==> config.mk <==
export PLATFORM = sky130hd
export DESIGN_NAME = multi_xfer_sequencer
export DESIGN_NICKNAME = d
export VERILOG_FILES = /design/src/rtl/multi_xfer_sequencer.sv
export SDC_FILE = /design/constraint.sdc
export NUM_CORES = 1
export LEC_CHECK = 0
export BUFFER_PORTS_ARGS = -buffer_cell sky130_fd_sc_hd__buf_2
export CAP_MARGIN = 20
export CORE_MARGIN = 2
export CORE_UTILIZATION = 47
export CTS_CLUSTER_DIAMETER = 60
export DETAILED_ROUTE_END_ITERATION = 6
export PLACE_DENSITY = 0.74
export SKIP_LAST_GASP = 1
export SYNTH_ARGS = -nofsm -noshare
export SYNTH_HDL_FRONTEND = slang
export SYNTH_SLANG_ARGS = --single-unit
==> constraint.sdc <==
create_clock -name clk -period 2.14 [get_ports clk]
set_input_delay 0.107 -clock clk [delete_from_list [all_inputs] [get_ports clk]]
set_output_delay 0.107 -clock clk [all_outputs]
set_load 0.005 [all_outputs]
==> src/rtl/multi_xfer_sequencer.sv <==
// rtl/multi_xfer_sequencer.sv - LM/SM cracker: one single-register transfer micro-op per set mask bit
//
// Ports:
//   clk, reset          clock, asynchronous active-high reset
//   ir_in, ir_valid     instruction in IF/ID and its valid qualifier
//   stall, flush        downstream hold / abort (flush wins over stall)
//   uop_valid .. uop_last  registered micro-op fields for the ID IR_load_mux
//   nop_mask            one-cycle pulse when an LM/SM with an empty mask is consumed
//   pc_write, ifid_hold combinational fetch / IF/ID control (ifid_hold = ~pc_write)
//   busy                sequence in progress
module multi_xfer_sequencer #(
    parameter int          IR_W     = 16,
    parameter int          NUM_REGS = 8,
    parameter int          REG_AW   = 3,
    parameter logic [3:0]  OP_LM    = 4'b0110,
    parameter logic [3:0]  OP_SM    = 4'b0111,
    parameter bit          ORDER    = 1'b0
) (
    input  logic              clk,
    input  logic              reset,
    input  logic [IR_W-1:0]   ir_in,
    input  logic              ir_valid,
    input  logic              stall,
    input  logic              flush,
    output logic              uop_valid,
    output logic [REG_AW-1:0] uop_reg,
    output logic [2:0]        uop_base,
    output logic [REG_AW:0]   uop_offset,
    output logic              uop_store,
    output logic              uop_first,
    output logic              uop_last,
    output logic              nop_mask,
    output logic              pc_write,
    output logic              ifid_hold,
    output logic              busy
);

    typedef enum logic [0:0] {IDLE = 1'b0, SEQ = 1'b1} state_t;

    state_t              state, state_d;
    logic [NUM_REGS-1:0] rem, rem_d;

    logic              uop_valid_d, uop_store_d, uop_first_d, uop_last_d, nop_mask_d;
    logic [REG_AW-1:0] uop_reg_d;
    logic [2:0]        uop_base_d;
    logic [REG_AW:0]   uop_offset_d;

    logic [3:0]          opcode;
    logic [NUM_REGS-1:0] mask;
    logic                is_lmsm;
    logic                multi;
    logic                seq_done;
    logic                accept;
    logic [REG_AW-1:0]   mask_idx, rem_idx;
    logic [NUM_REGS-1:0] mask_rest, rem_rest;
    logic                unused_ir;

    assign opcode    = ir_in[IR_W-1 -: 4];
    assign mask      = ir_in[NUM_REGS-1:0];
    assign is_lmsm   = (opcode == OP_LM) || (opcode == OP_SM);
    assign unused_ir = ^ir_in;

    // More than one set bit: the instruction must stay in IF/ID past this cycle.
    assign multi = (mask & (mask - NUM_REGS'(1))) != '0;

    // The last micro-op is on display and nothing remains: the instruction now in
    // IF/ID is already the next one, so it may be accepted back-to-back.
    assign seq_done = (state == SEQ) && (rem == '0) && uop_last;

    // Gated by reset so pc_write stays high while reset is held.
    assign accept = !reset && ir_valid && is_lmsm && !stall && !flush &&
                    ((state == IDLE) || seq_done);

    // Next register in issue order: last match wins, so scan direction picks
    // lowest (ascending) or highest (descending) set bit.
    function automatic logic [REG_AW-1:0] pick_idx(input logic [NUM_REGS-1:0] m);
        logic [REG_AW-1:0] idx;
        idx = '0;
        if (ORDER == 1'b0) begin
            for (int i = NUM_REGS-1; i >= 0; i--)
                if (m[i]) idx = REG_AW'(i);
        end else begin
            for (int i = 0; i < NUM_REGS; i++)
                if (m[i]) idx = REG_AW'(i);
        end
        return idx;
    endfunction

    assign mask_idx  = pick_idx(mask);
    assign mask_rest = mask & ~(NUM_REGS'(1) << mask_idx);
    assign rem_idx   = pick_idx(rem);
    assign rem_rest  = rem & ~(NUM_REGS'(1) << rem_idx);

    // Multi-register accept (from IDLE or back-to-back) also holds fetch.
    assign pc_write  = !((accept && multi) || ((state == SEQ) && (rem != '0)));
    assign ifid_hold = !pc_write;
    assign busy      = (state == SEQ);

    always_comb begin
        state_d      = state;
        rem_d        = rem;
        uop_valid_d  = uop_valid;
        uop_reg_d    = uop_reg;
        uop_base_d   = uop_base;
        uop_offset_d = uop_offset;
        uop_store_d  = uop_store;
        uop_first_d  = uop_first;
        uop_last_d   = uop_last;
        nop_mask_d   = nop_mask;

        if (flush) begin
            state_d     = IDLE;
            rem_d       = '0;
            uop_valid_d = 1'b0;
            uop_first_d = 1'b0;
            uop_last_d  = 1'b0;
            nop_mask_d  = 1'b0;
        end else if (!stall) begin
            nop_mask_d = 1'b0;
            if (accept) begin
                uop_base_d  = ir_in[11:9];
                uop_store_d = (opcode == OP_SM);
                if (mask == '0) begin
                    nop_mask_d  = 1'b1;
                    uop_valid_d = 1'b0;
                    uop_first_d = 1'b0;
                    uop_last_d  = 1'b0;
                    rem_d       = '0;
                    state_d     = IDLE;
                end else begin
                    uop_valid_d  = 1'b1;
                    uop_first_d  = 1'b1;
                    uop_offset_d = '0;
                    uop_reg_d    = mask_idx;
                    rem_d        = mask_rest;
                    uop_last_d   = (mask_rest == '0);
                    state_d      = SEQ;
                end
            end else if (state == SEQ) begin
                if (rem != '0) begin
                    uop_reg_d    = rem_idx;
                    uop_offset_d = uop_offset + {{REG_AW{1'b0}}, 1'b1};
                    uop_first_d  = 1'b0;
                    rem_d        = rem_rest;
                    uop_last_d   = (rem_rest == '0);
                end else begin
                    uop_valid_d = 1'b0;
                    uop_first_d = 1'b0;
                    uop_last_d  = 1'b0;
                    state_d     = IDLE;
                end
            end else begin
                uop_valid_d = 1'b0;
                uop_first_d = 1'b0;
                uop_last_d  = 1'b0;
            end
        end
    end

    always_ff @(posedge clk or posedge reset) begin
        if (reset) begin
            state      <= IDLE;
            rem        <= '0;
            uop_valid  <= 1'b0;
            uop_reg    <= '0;
            uop_base   <= '0;
            uop_offset <= '0;
            uop_store  <= 1'b0;
            uop_first  <= 1'b0;
            uop_last   <= 1'b0;
            nop_mask   <= 1'b0;
        end else begin
            state      <= state_d;
            rem        <= rem_d;
            uop_valid  <= uop_valid_d;
            uop_reg    <= uop_reg_d;
            uop_base   <= uop_base_d;
            uop_offset <= uop_offset_d;
            uop_store  <= uop_store_d;
            uop_first  <= uop_first_d;
            uop_last   <= uop_last_d;
            nop_mask   <= nop_mask_d;
        end
    end

endmodule

==> flow_summary.toml <==
[status]
status = "finished, violations left"
violations = "negative hold slack"

[sta]
fmax_mhz = 483
relSlewSlack = 0.403
period_minus_slack_ns = 2.07
setup_viol = 0
tightestPinTransition_ns = 0.894
post-route-period-util = 0.967
tns_ns = 0
hold_viol_final = 24
hold_ws_ns = -0.0294
fin_skew_ns = 0.00919
maxSlewViolCount = 0
rsz0062_at_grt = "no"

[routing]
ant_nets = 0
vias = 1544
dr.pass1.iters = 4
wl_per_cell_um = 15.3
via_per_inst = 5.72
drt-initial-drc-count = 99
wirelength_um = 4140
drc_errors = 0

[floorplanning]
die_h_um = 62.9
die_w_um = 62.9
dieArea_sq_um = 3950
coreArea_sq_um = 3340
rows = 21
boundaryPins = 39
initial_core_util = 0.488

[clock_tree]
clockRootBuffer = "clkbuf_4"
clock_latency_ns = 0.33
htreeDepth = 1
numCtsBuffers = 3
clock_path_buffers = 2
cts_tree = "done"
clk_pin_slew_ns = 0.14
numClockSinks = 24

[synthesis]
synth_flop_cell = "dfrtp_1"
synth_warnings = 0
synth_edf_count = 0
yosysSeqAreaShare = 0.369
synth_async_sr_flop_share = 1.00
avgSynthCellArea_sq_um = 9.52
ys_top_cells_by_area = "dfrtp_1 (37%), nand2_1 (4.6%), nor2_1 (3.2%), o21ai_0 (3.1%), nand2b_1 (2.3%)"
yosysTopAreaCell = "dfrtp_1"
synth_nets = 193
synthesis.area_sq_um = 1630
synth_top_area_share = 0.369
syn_inst = 171
synth.distinct_cells = 64
synth_seq_cells = 24

[global_route]
grt_pass1_vias = 1426
antenna_found_initial = 0
grt_use_total = 0.219
grt-ovfl-total = 0
grt_max_degree = 25
grt_pass1_wl_um = 6810

[finish]
instances_no_fill = 270
reg_top3 = "rem (8), uop_offset (4)"
layout.nets = 247
top_register = "rem"
antenna_cells = 0
synthToLayoutAreaGrowth_pct = 25.0
largest_reg_flops = 8
fillers = 296
final_common_cell = "buf_2"
drive_gt1_frac = 0.371
mostFrequentLayoutCells = "buf_2 (37), dfrtp_1 (23), nand2_1 (20), buf_4 (17), nor2_1 (14)"

[setup_path]
reg2regPathDepth = 5
worst_ep_arrival_time_ns = 1.96
critPathKind = "register to primary output"
rrSetupSlack_ns = 0.09
rr_endpoint = "uop_reg[2]"
r2r_start = "rem[7]"
cp-start-kind = "register"
max_stage_delay_ns = 0.59
end_kind = "primary output"
crit_path_end = "pc_write"
crit_chain = "or4_4, o21ai_4, o211a_1, buf_2"
startpoint = "rem[7]"
cp_slowest_cell = "or4_4"
path_max_fanout = 8
cp.required_ns = 2.03

[power]
switching_share = 0.237
clkPwrFrac = 0.354
share_comb_of_total_power = 0.135
pwr-share-seq = 0.510
p_int_uw = 712
leakagePower_uw = 0.000976
ir_drop_v = 0.000388
p_sw_uw = 221
p_per_area_nw_per_um2 = 459

[min_path]
hold_path.class = "input pin to asynchronous set/reset pin"

[flow_run]
drv_cap = 0

[placed_design]
portBuffers = 37
dp_hpwl_um = 2930
dp.cells = 259
place_congestion = 0.838
[cell families (layout without fill, tap and decap cells)]
family | count (synthesis) | after routing | synth area share
flops | 24 | 24 | 0.369
simple gates | 69 | 69 | 0.249
buf+inv | 14 | 67 | 0.0538
mux | 5 | 5 | 0.0331
fa+ha+maj | 2 | 2 | 0.0138
xor+xnor | 2 | 2 | 0.0108
compound gates | 55 | 55 | 0.271
[how the worst min path moves through the flow]
stage | cells past startpoint | slack, ns | from | end
floorplan | 1 | 0.12 | reset | busy
global placement | 3 | 0.30 | ir_in[10] | uop_base[1]
detailed placement | 3 | 0.30 | ir_in[12] | uop_store
CTS | 2 | 0.004 | reset | uop_first
global route | 2 | 0.07 | reset | busy
finish | 2 | -0.03 | reset | uop_base[2]
[synth_stat cells (3+ instances only)]
cell type and count:
nand2b_1 6, o21a_1 3, o311ai_0 4, inv_1 5, a22o_1 4, o21ai_0 10, nand2_1 20, a21oi_1 5
dfrtp_1 24, buf_4 3, nor2_1 14, o211ai_1 4, nand3_1 4, or4_1 3
[critical path, delay by kind of cell, from the launching register on]
family | cells | cell delay [ns]
AO/OA/AOI/OAI | 2 | 0.45
flip-flops | 1 | 0.49
AND/OR/NAND/NOR | 1 | 0.59
buffers and inverters | 1 | 0.10
[layer usage]
metal | up-vias | routed length [um] | share of wire | GRT usage
met1 | 753 | 1860 | 0.45 | 0.302
met2 | 37 | 2070 | 0.50 | 0.348
li1 | 746 | - | - | -
met3 | 8 | 117 | 0.028 | 0.0378
met5 | - | 0 | 0 | 0
met4 | 0 | 86 | 0.021 | 0.0778
[power by group through the flow]
stage,Combinational [uW],Clock (uW),Sequential [uW]
after floorplan,64.9,0,486
after global placement,117,0,485
after detailed placement,118,0,485
after CTS,124,336,476
after global routing,142,359,479
final,126,331,476
[per-stage QoR]
step | power, uW | setup slack (ns) | hold slack [ns] | utilization | area [sq um]
detailed placement | 603 | 0.124 | 0.304 | 0.571 | 1910
floorplan | 551 | 0.208 | 0.122 | - | 1630
CTS | 936 | 0.00820 | 0.00385 | 0.600 | 2000
finish | 933 | 0.0709 | -0.0294 | 0.610 | 2030
global route | 979 | 0.0141 | 0.0740 | 0.610 | 2030
global placement | 602 | 0.159 | 0.299 | 0.571 | 1910
[what timing repair did]
| item | in CTS | in global routing |
|---|---|---|
| endpoints found under the hold margin | 4 | 0 |
| hold buffers | 4 | 0 |
| setup endpoints to repair | 1 | 2 |
| resized for setup | 1 | 2 |
| buffers inserted | 0 | 3 |
[final cells by class]
cell class | count | area (sq um) | area share
Clock inverter | 1 | 30.0 | 0.0148
Sequential cell | 24 | 602 | 0.296
Clock buffer | 3 | 22.5 | 0.0111
Inverter | 5 | 18.8 | 0.00923
Multi-Input combinational cell | 133 | 951 | 0.467
Timing Repair Buffer | 58 | 353 | 0.173
Tap cell | 46 | 57.6 | 0.0283
No activity file was read; power rests on OpenSTA's default activity.
